`src/rtl/sram_ctrl_pkg.sv`:
```
// Shared defaults and helpers for the 16x32 1R1W byte-masked SRAM controller.
package sram_ctrl_pkg;

  localparam int SRAM_ADDR_WIDTH = 4;
  localparam int SRAM_DATA_WIDTH = 32;
  localparam int SRAM_NUM_WMASKS = SRAM_DATA_WIDTH / 8;

  // Byte enables to per-bit enables: bit i of the mask covers data[8i+7:8i].
  function automatic logic [SRAM_DATA_WIDTH-1:0] expand_mask(
    input logic [SRAM_NUM_WMASKS-1:0] mask
  );
    logic [SRAM_DATA_WIDTH-1:0] bits;
    bits = '0;
    for (int i = 0; i < SRAM_NUM_WMASKS; i++) begin
      bits[8*i +: 8] = {8{mask[i]}};
    end
    return bits;
  endfunction

endpackage

```
`src/rtl/sram_1r1w_ctrl_if.sv`:
```
// Requester-side write/read/response valid-ready bundle for sram_1r1w_ctrl.
interface sram_1r1w_ctrl_if #(
  parameter int ADDR_WIDTH = 4,
  parameter int DATA_WIDTH = 32,
  parameter int NUM_WMASKS = 4
) ();

  logic                  wr_valid;
  logic                  wr_ready;
  logic [ADDR_WIDTH-1:0] wr_addr;
  logic [DATA_WIDTH-1:0] wr_data;
  logic [NUM_WMASKS-1:0] wr_mask;

  logic                  rd_valid;
  logic                  rd_ready;
  logic [ADDR_WIDTH-1:0] rd_addr;

  logic                  rsp_valid;
  logic                  rsp_ready;
  logic [DATA_WIDTH-1:0] rsp_data;

  modport master (
    output wr_valid, wr_addr, wr_data, wr_mask,
    input  wr_ready,
    output rd_valid, rd_addr,
    input  rd_ready,
    input  rsp_valid, rsp_data,
    output rsp_ready
  );

  modport slave (
    input  wr_valid, wr_addr, wr_data, wr_mask,
    output wr_ready,
    input  rd_valid, rd_addr,
    output rd_ready,
    output rsp_valid, rsp_data,
    input  rsp_ready
  );

endinterface

```
`src/rtl/sram_rsp_fifo.sv`:
```
// First-word-fall-through response FIFO; head entry is always visible on rdata_o.
module sram_rsp_fifo #(
  parameter  int DEPTH = 3,
  parameter  int WIDTH = 32,
  localparam int PW    = (DEPTH > 1) ? $clog2(DEPTH) : 1,
  localparam int CW    = $clog2(DEPTH + 1)
) (
  input  logic             clk,
  input  logic             rst_n,
  input  logic             push_i,
  input  logic [WIDTH-1:0] wdata_i,
  input  logic             pop_i,
  output logic             valid_o,
  output logic [WIDTH-1:0] rdata_o,
  output logic [CW-1:0]    count_o
);

  logic [WIDTH-1:0] mem_q [DEPTH];
  logic [PW-1:0]    wr_ptr_q, wr_ptr_d;
  logic [PW-1:0]    rd_ptr_q, rd_ptr_d;
  logic [CW-1:0]    count_q, count_d;
  logic             do_pop;
  logic             full;

  // Pointers wrap modulo DEPTH, which need not be a power of two.
  function automatic logic [PW-1:0] bump(input logic [PW-1:0] ptr);
    return (ptr == PW'(DEPTH - 1)) ? '0 : ptr + 1'b1;
  endfunction

  assign valid_o = (count_q != '0);
  assign full    = (count_q == CW'(DEPTH));
  assign do_pop  = pop_i && valid_o;
  assign rdata_o = mem_q[rd_ptr_q];
  assign count_o = count_q;

  always_comb begin
    wr_ptr_d = wr_ptr_q;
    rd_ptr_d = rd_ptr_q;
    count_d  = count_q;
    if (push_i) wr_ptr_d = bump(wr_ptr_q);
    if (do_pop) rd_ptr_d = bump(rd_ptr_q);
    if (push_i && !do_pop) count_d = count_q + 1'b1;
    if (!push_i && do_pop) count_d = count_q - 1'b1;
  end

  always_ff @(posedge clk or negedge rst_n) begin
    if (!rst_n) begin
      wr_ptr_q <= '0;
      rd_ptr_q <= '0;
      count_q  <= '0;
      for (int i = 0; i < DEPTH; i++) mem_q[i] <= '0;
    end else begin
      wr_ptr_q <= wr_ptr_d;
      rd_ptr_q <= rd_ptr_d;
      count_q  <= count_d;
      if (push_i) mem_q[wr_ptr_q] <= wdata_i;
    end
  end

  push_when_full: assert property (@(posedge clk) disable iff (!rst_n) !(push_i && full));

endmodule

```
`src/rtl/sram_1r1w_ctrl.sv`:
```
// Valid/ready front end for the 1R1W byte-masked SRAM macro: drives macro pins,
// captures read data inside its short valid window and buffers it for the consumer.
module sram_1r1w_ctrl
  import sram_ctrl_pkg::*;
#(
  parameter int ADDR_WIDTH = SRAM_ADDR_WIDTH,
  parameter int DATA_WIDTH = SRAM_DATA_WIDTH,
  parameter int NUM_WMASKS = SRAM_NUM_WMASKS,
  parameter int RSP_DEPTH  = 3
) (
  input  logic                  clk,
  input  logic                  rst_n,
  sram_1r1w_ctrl_if.slave       bus,
  output logic                  sram_csb0,
  output logic [NUM_WMASKS-1:0] sram_wmask0,
  output logic [ADDR_WIDTH-1:0] sram_addr0,
  output logic [DATA_WIDTH-1:0] sram_din0,
  output logic                  sram_csb1,
  output logic [ADDR_WIDTH-1:0] sram_addr1,
  input  logic [DATA_WIDTH-1:0] sram_dout1
);

  localparam int CW = $clog2(RSP_DEPTH + 1);

  logic                  init_done_q;
  logic                  inflight_q, inflight_d;
  logic [ADDR_WIDTH-1:0] addr0_q;
  logic [DATA_WIDTH-1:0] din0_q;
  logic [CW-1:0]         fifo_count;
  logic [CW:0]           occupancy;
  logic                  wr_fire, collide, rd_ready, rd_fire;
  logic                  fifo_valid;
  logic [DATA_WIDTH-1:0] fifo_data;

  // A zero-mask write is accepted but never reaches the macro.
  assign wr_fire = bus.wr_valid && init_done_q && (bus.wr_mask != '0);

  // The macro cannot read an address it is writing in the same cycle; the write wins.
  assign collide = bus.wr_valid && (bus.wr_mask != '0) && (bus.wr_addr == bus.rd_addr);

  assign occupancy = (CW+1)'(fifo_count) + (CW+1)'(inflight_q);
  assign rd_ready  = init_done_q && (occupancy < (CW+1)'(RSP_DEPTH)) && !collide;
  assign rd_fire   = bus.rd_valid && rd_ready;
  assign inflight_d = rd_fire;

  assign bus.wr_ready  = init_done_q;
  assign bus.rd_ready  = rd_ready;
  assign bus.rsp_valid = fifo_valid;
  assign bus.rsp_data  = fifo_data;

  always_comb begin
    sram_csb0   = 1'b1;
    sram_wmask0 = '0;
    sram_addr0  = addr0_q;
    sram_din0   = din0_q;
    if (wr_fire) begin
      sram_csb0   = 1'b0;
      sram_wmask0 = bus.wr_mask;
      sram_addr0  = bus.wr_addr;
      sram_din0   = bus.wr_data;
    end
  end

  assign sram_csb1  = !rd_fire;
  assign sram_addr1 = bus.rd_addr;

  always_ff @(posedge clk or negedge rst_n) begin
    if (!rst_n) begin
      init_done_q <= 1'b0;
      inflight_q  <= 1'b0;
    end else begin
      init_done_q <= 1'b1;
      inflight_q  <= inflight_d;
    end
  end

  // Idle write pins keep showing the last issued address and data.
  always_ff @(posedge clk) begin
    if (wr_fire) begin
      addr0_q <= bus.wr_addr;
      din0_q  <= bus.wr_data;
    end
  end

  // Read data is valid at the edge after the macro registered the read.
  sram_rsp_fifo #(
    .DEPTH (RSP_DEPTH),
    .WIDTH (DATA_WIDTH)
  ) u_rsp_fifo (
    .clk     (clk),
    .rst_n   (rst_n),
    .push_i  (inflight_q),
    .wdata_i (sram_dout1),
    .pop_i   (bus.rsp_ready),
    .valid_o (fifo_valid),
    .rdata_o (fifo_data),
    .count_o (fifo_count)
  );

endmodule

```
`src/flat_wrapper.sv`:
```
// flat-port wrapper written by rule: the top's interface ports become plain ports
module sram_1r1w_ctrl_flat import sram_ctrl_pkg::*;
#(
  parameter int ADDR_WIDTH = SRAM_ADDR_WIDTH,
  parameter int DATA_WIDTH = SRAM_DATA_WIDTH,
  parameter int NUM_WMASKS = SRAM_NUM_WMASKS,
  parameter int RSP_DEPTH  = 3
)
  (clk, rst_n, sram_csb0, sram_wmask0, sram_addr0, sram_din0, sram_csb1, sram_addr1, sram_dout1, bus_wr_valid, bus_wr_addr, bus_wr_data, bus_wr_mask, bus_wr_ready, bus_rd_valid, bus_rd_addr, bus_rd_ready, bus_rsp_valid, bus_rsp_data, bus_rsp_ready);
  sram_1r1w_ctrl_if #(.ADDR_WIDTH(ADDR_WIDTH), .DATA_WIDTH(DATA_WIDTH), .NUM_WMASKS(NUM_WMASKS)) bus_i ();
  input  logic clk;
  input  logic rst_n;
  output logic sram_csb0;
  output logic [NUM_WMASKS-1:0] sram_wmask0;
  output logic [ADDR_WIDTH-1:0] sram_addr0;
  output logic [DATA_WIDTH-1:0] sram_din0;
  output logic sram_csb1;
  output logic [ADDR_WIDTH-1:0] sram_addr1;
  input  logic [DATA_WIDTH-1:0] sram_dout1;
  input wire logic [$bits(bus_i.wr_valid)-1:0] bus_wr_valid;
  input wire logic [$bits(bus_i.wr_addr)-1:0] bus_wr_addr;
  input wire logic [$bits(bus_i.wr_data)-1:0] bus_wr_data;
  input wire logic [$bits(bus_i.wr_mask)-1:0] bus_wr_mask;
  output wire logic [$bits(bus_i.wr_ready)-1:0] bus_wr_ready;
  input wire logic [$bits(bus_i.rd_valid)-1:0] bus_rd_valid;
  input wire logic [$bits(bus_i.rd_addr)-1:0] bus_rd_addr;
  output wire logic [$bits(bus_i.rd_ready)-1:0] bus_rd_ready;
  output wire logic [$bits(bus_i.rsp_valid)-1:0] bus_rsp_valid;
  output wire logic [$bits(bus_i.rsp_data)-1:0] bus_rsp_data;
  input wire logic [$bits(bus_i.rsp_ready)-1:0] bus_rsp_ready;
  assign bus_i.wr_valid = bus_wr_valid;
  assign bus_i.wr_addr = bus_wr_addr;
  assign bus_i.wr_data = bus_wr_data;
  assign bus_i.wr_mask = bus_wr_mask;
  assign bus_wr_ready = bus_i.wr_ready;
  assign bus_i.rd_valid = bus_rd_valid;
  assign bus_i.rd_addr = bus_rd_addr;
  assign bus_rd_ready = bus_i.rd_ready;
  assign bus_rsp_valid = bus_i.rsp_valid;
  assign bus_rsp_data = bus_i.rsp_data;
  assign bus_i.rsp_ready = bus_rsp_ready;
  sram_1r1w_ctrl #(.ADDR_WIDTH(ADDR_WIDTH), .DATA_WIDTH(DATA_WIDTH), .NUM_WMASKS(NUM_WMASKS), .RSP_DEPTH(RSP_DEPTH)) u_core (.clk(clk), .rst_n(rst_n), .bus(bus_i), .sram_csb0(sram_csb0), .sram_wmask0(sram_wmask0), .sram_addr0(sram_addr0), .sram_din0(sram_din0), .sram_csb1(sram_csb1), .sram_addr1(sram_addr1), .sram_dout1(sram_dout1));
endmodule
```
`config.mk`:
```
export PLATFORM = sky130hd
export DESIGN_NAME = sram_1r1w_ctrl_flat
export DESIGN_NICKNAME = d
export VERILOG_FILES = /design/src/rtl/sram_ctrl_pkg.sv /design/src/rtl/sram_1r1w_ctrl_if.sv /design/src/rtl/sram_rsp_fifo.sv /design/src/rtl/sram_1r1w_ctrl.sv /design/src/flat_wrapper.sv
export SDC_FILE = /design/constraint.sdc
export NUM_CORES = 1
export LEC_CHECK = 0
export CORE_MARGIN = 8
export CORE_UTILIZATION = 55
export CTS_CLUSTER_SIZE = 24
export DETAILED_ROUTE_END_ITERATION = 10
export DONT_BUFFER_PORTS = 1
export PLACE_DENSITY = 0.69
export SLEW_MARGIN = 20
export SYNTH_ARGS = -nofsm -noshare
export SYNTH_HDL_FRONTEND = slang
export SYNTH_HIERARCHICAL = 1
export SYNTH_SLANG_ARGS = --single-unit
```
`constraint.sdc`:
```
create_clock -name clk -period 4.2 [get_ports clk]
set_clock_uncertainty 0.2 [all_clocks]
set_input_delay 1.26 -clock clk [delete_from_list [all_inputs] [get_ports clk]]
set_output_delay 1.26 -clock clk [all_outputs]
set_load 0.02 [all_outputs]
```
# Word-level counts from Yosys, hierarchy flattened
# Cells that the tools add are included.
# word_totals
register_bits	140
in_bits	81
out_inout_bits	81
# op_classes
addsub	5
n_lt_le_gt_ge	4
n_eq_ne	3
muxes	14
n_bitwise	2
reduce_logical	18
# op_table
cell	count
$mux 32	4
$bwmux 96	1
$bmux 32 s2	1
$demux 32 s2	1
$logic_and 1x1->1	11
$mux 2	4
$mux 4	2
$add 2x1->2 const B	3
$ge 3x3->1 const B	2
$not 2->3	2
$eq 2x2->1 const B	2
$eq 4x4->1	1
$logic_not 1->1	4
$reduce_bool 2->1	2
$reduce_bool 4->1	1
$add 2x1->3	1
$lt 3x1->1 const B	1
$lt 3x2->1 const B	1
$sub 2x1->2 const B	1
$mux 1	1

# Longest topological paths before layout
# Gate-level depths: netlist of the first run.
# depth
ltp_word	7
ltp_mapped	6
ltp_nobuf	6

# Modules after synthesis
# Netlist of the first run, hierarchy kept.
# by_module_without_submodules
mod	n_inst	cells_per_inst	area_each_um2
sram_rsp_fifo	1	334	4596.9
sram_1r1w_ctrl	1	101	1551.5

# Worst setup path before layout of the first run
# OpenSTA, ideal clock, no wires.
# synth_path
path_kind	input to output
from	input bus_wr_mask[2]
to	output sram_din0[16]
arrival_time_ps	2410
path_slack_ps	330
cell_stages	4
path_buffers	1
path_cell_list	o41a_4 > nand2_8 > buf_12 > mux2_4
# synth_between
elab_chain_len	3
# synth_lines
item	line	source
start, declared	flat_wrapper.sv:23	input wire logic [$bits(bus_i.wr_mask)-1:0] bus_wr_mask;
$reduce_bool 4->1	sram_1r1w_ctrl.sv:36	assign wr_fire = bus.wr_valid && init_done_q && (bus.wr_mask != '0);
$logic_and 1x1->1	sram_1r1w_ctrl.sv:36	
$mux 32	--	
end, declared	flat_wrapper.sv:16	output logic [DATA_WIDTH-1:0] sram_din0;
# Every way passes these cells.

# Final worst setup path of the first run
# layout_path
from	input bus_wr_mask[2]
to	output sram_din0[27]
# The elaborated chain is that of the path after synthesis.

==> results.json, run 1 <==
{
  "synth_most_common_cell": "dfrtp_1",
  "leakagePower_nw": 3.11,
  "crit_fanout": 37,
  "worst_slack_ps": 186,
  "worst_pin_slew_ps": 987,
  "routed_wirelength_mm": 12.4,
  "num_rows": 38,
  "async_reset_ff_share_pct": 74.3,
  "fin_crit_ps": 4010,
  "min_period_over_period_pct": 95.6,
  "grt-ovfl-total": 0,
  "synthCells": 435,
  "synth_area_per_cell_um2": 14.1,
  "design_area_um2": 6840,
  "maxCapViolations": 0,
  "drv_slew": 0,
  "cts_hold_buf": 0,
  "synth_top_area_share_pct": 42.3,
  "tns_ps": 0,
  "firstDrtPassIters": 4,
  "grt_pass1_wl_mm": 20.4,
  "fmax_mhz": 249,
  "yosys-top-cells-area": "dfrtp_1, mux2_4, mux2_2",
  "cts.clk_slew.worst_paths_ps": 60,
  "die_h_um": 122,
  "antenna_found_initial": 0,
  "vias": 3309,
  "drt_iter0_markers": 171,
  "io_pins": 162,
  "cp.required_ps": 2740,
  "routed_via_density": 5.59,
  "synthTopCellsByCount": "dfrtp_1, mux2_2, mux2_4, dfxtp_1, nand2_1",
  "endpoint_kind": "output pin",
  "post_cts_buffers": 0,
  "start_util_pct": 56.5,
  "areaGrowthSynthToFinish_pct": 11.2,
  "ir_drop_uv": 533,
  "rsz0062_at_grt": "false",
  "startpoint_type": "input port",
  "nets": 523,
  "drc": 0,
  "status": "finished clean",
  "hp-class": "in -> async",
  "dieArea_um2": 14800,
  "dpl_cell_area_um2": 6240,
  "post_cts_resized": 0,
  "place.gp.congestion": 0.706,
  "portBuffers": 0,
  "grt_max_degree": 105,
  "syn_nets": 519,
  "fp.dieW_um": 122,
  "root_buffer": "clkbuf_8",
  "hold_violations": 0,
  "yosysUniqueCellTypes": 36,
  "syn_area_um2": 6150,
  "synth-seq-cells": 140,
  "fp.coreArea_um2": 10900,
  "dp_hpwl_mm": 8.45,
  "drive_gt1_share_pct": 42.0,
  "cts_sinks": 140,
  "synth_top_cell_by_area": "dfrtp_1",
  "worstPathArrival_ps": 2550,
  "synth-edff-count": 0,
  "num_antenna_cells": 0,
  "power_density_nw_per_um2": 837,
  "grt_usage_pct": 17.9,
  "insertion_delay_ps": 520,
  "ys_seq_area_share_pct": 54.0,
  "setup.worst_path.class": "in -> out",
  "cts_buffers": 17,
  "grt_pass1_vias": 3697,
  "detail-route-antenna-nets": 0,
  "setup_viol": 0,
  "max_slew_margin_pct": 34.1,
  "dp_slack_ps": 180,
  "cts_tree": "built",
  "clk_path_buf_depth": 2,
  "wire_per_inst_um": 21.0,
  "utilization_pct": 62.8,
  "cts_max_level": 4,
  "yosysWarnings": 6,
  "synth_ff_type": "dfrtp_1"
}
worst paths after layout:
path | from | end | slack [ps] | cells after the start
max in group asynchronous | rst_n | u_core/u_rsp_fifo/rd_ptr_q[1] | 3370 | 0
min in group clk | u_core/u_rsp_fifo/mem_q[82] | u_core/u_rsp_fifo/mem_q[82] | 310 | 1
min reg2reg | u_core/u_rsp_fifo/mem_q[82] | u_core/u_rsp_fifo/mem_q[82] | 310 | 1
max | bus_wr_mask[2] | sram_din0[27] | 190 | 3
max reg2reg | u_core/u_rsp_fifo/wr_ptr_q[0] | u_core/u_rsp_fifo/mem_q[69] | 1930 | 3
min | rst_n | u_core/u_rsp_fifo/mem_q[25] | 240 | 0
cells by family (layout without fill, tap and decap cells):
logic type / after synthesis / after routing / share of synthesized area, %
mux: 165 / 165 / 33.2
flops: 140 / 140 / 54.0
simple gates: 48 / 48 / 3.83
compound gates: 40 / 40 / 3.66
buf+inv: 31 / 48 / 3.62
xor+xnor: 7 / 7 / 0.997
fa+ha+maj: 3 / 3 / 0.611
other cells: 1 / 1 / 0.0610
final cells by class:
type                    instances  area, um2
clock buffers                  19        464
inverters                       3       11.3
clock inverters                13        134
flip-flops and latches        140       3320
repair buffers                 13        110
well taps                     140        175
fillers                       826       4050
multi-input cells             264       2620
cells in the final DEF, fill, tap and decap left out, drive strengths merged:
| master | Yosys | layout |
|---|---|---|
| nor3 | 2 | 2 |
| dfxtp | 36 | 36 |
| or2 | 1 | 1 |
| a21o | 3 | 3 |
| conb | 1 | 1 |
| nor2 | 1 | 1 |
| o41a | 1 | 1 |
| ha | 3 | 3 |
| or3 | 1 | 1 |
| nand3b | 1 | 1 |
| o21ai | 34 | 34 |
| and3 | 4 | 4 |
| dfrtp | 104 | 104 |
| nand4b | 1 | 1 |
| bufinv | 0 | 2 |
| nand3 | 1 | 1 |
| xor2 | 5 | 5 |
| a21oi | 2 | 2 |
| clkbuf | 7 | 19 |
| buf | 21 | 13 |
| clkinv | 0 | 7 |
| nor2b | 1 | 1 |
| nand2 | 34 | 34 |
| inv | 3 | 7 |
| mux2i | 32 | 32 |
| mux2 | 133 | 133 |
| nor4 | 1 | 1 |
| xnor2 | 2 | 2 |
routing by layer:
layer  vias to the layer above  wire (um)  global-route usage [%]
met4                         0        109                    4.63
met1                      1630       4870                    20.5
li1                       1540          -                       -
met2                       128       6180                    28.8
met3                        11       1290                    9.35
met5                         -          0                       0
report_power, final:
group | switching, mW | leakage, nW | total, mW | internal [mW]
Clock | 0.552 | 0.303 | 1.47 | 0.916
Sequential | 0.345 | 1.53 | 2.26 | 1.91
Combinational | 1.07 | 1.27 | 2.00 | 0.928
Total | 1.97 | 3.11 | 5.72 | 3.75
state kept, by name (all words and copies together) (netlist names):
register / count
u_core/addr0_q: 4
u_core/u_rsp_fifo/wr_ptr_q: 2
u_core/bus.wr_ready: 1
u_core/u_rsp_fifo/mem_q: 96
u_core/inflight_q: 1
u_core/u_rsp_fifo/rd_ptr_q: 2
u_core/u_rsp_fifo/count_o: 2
u_core/din0_q: 32
per-stage QoR:
| stage | instances | hold WS (ps) | total power [mW] |
|---|---|---|---|
| after global routing | 592 | 198 | 6.08 |
| after detailed placement | 560 | 292 | 4.30 |
| final | 592 | 238 | 5.72 |
| after floorplan | 435 | 276 | 3.85 |
| after global placement | 560 | 287 | 4.22 |
| after CTS | 592 | 210 | 5.80 |
worst max-delay path, cell delays in order:
cell and delay, ps:
o41a_4 520, nand2_8 310, mux2_2 450
Note: power is estimated with default switching activity, not from simulation.
==> run 2, diff against run 1 <==
SLEW_MARGIN = 25   (was 20)
==> results of run 2 <==
Same layout as run 1: the final DEF is identical, and so are final timing and power.
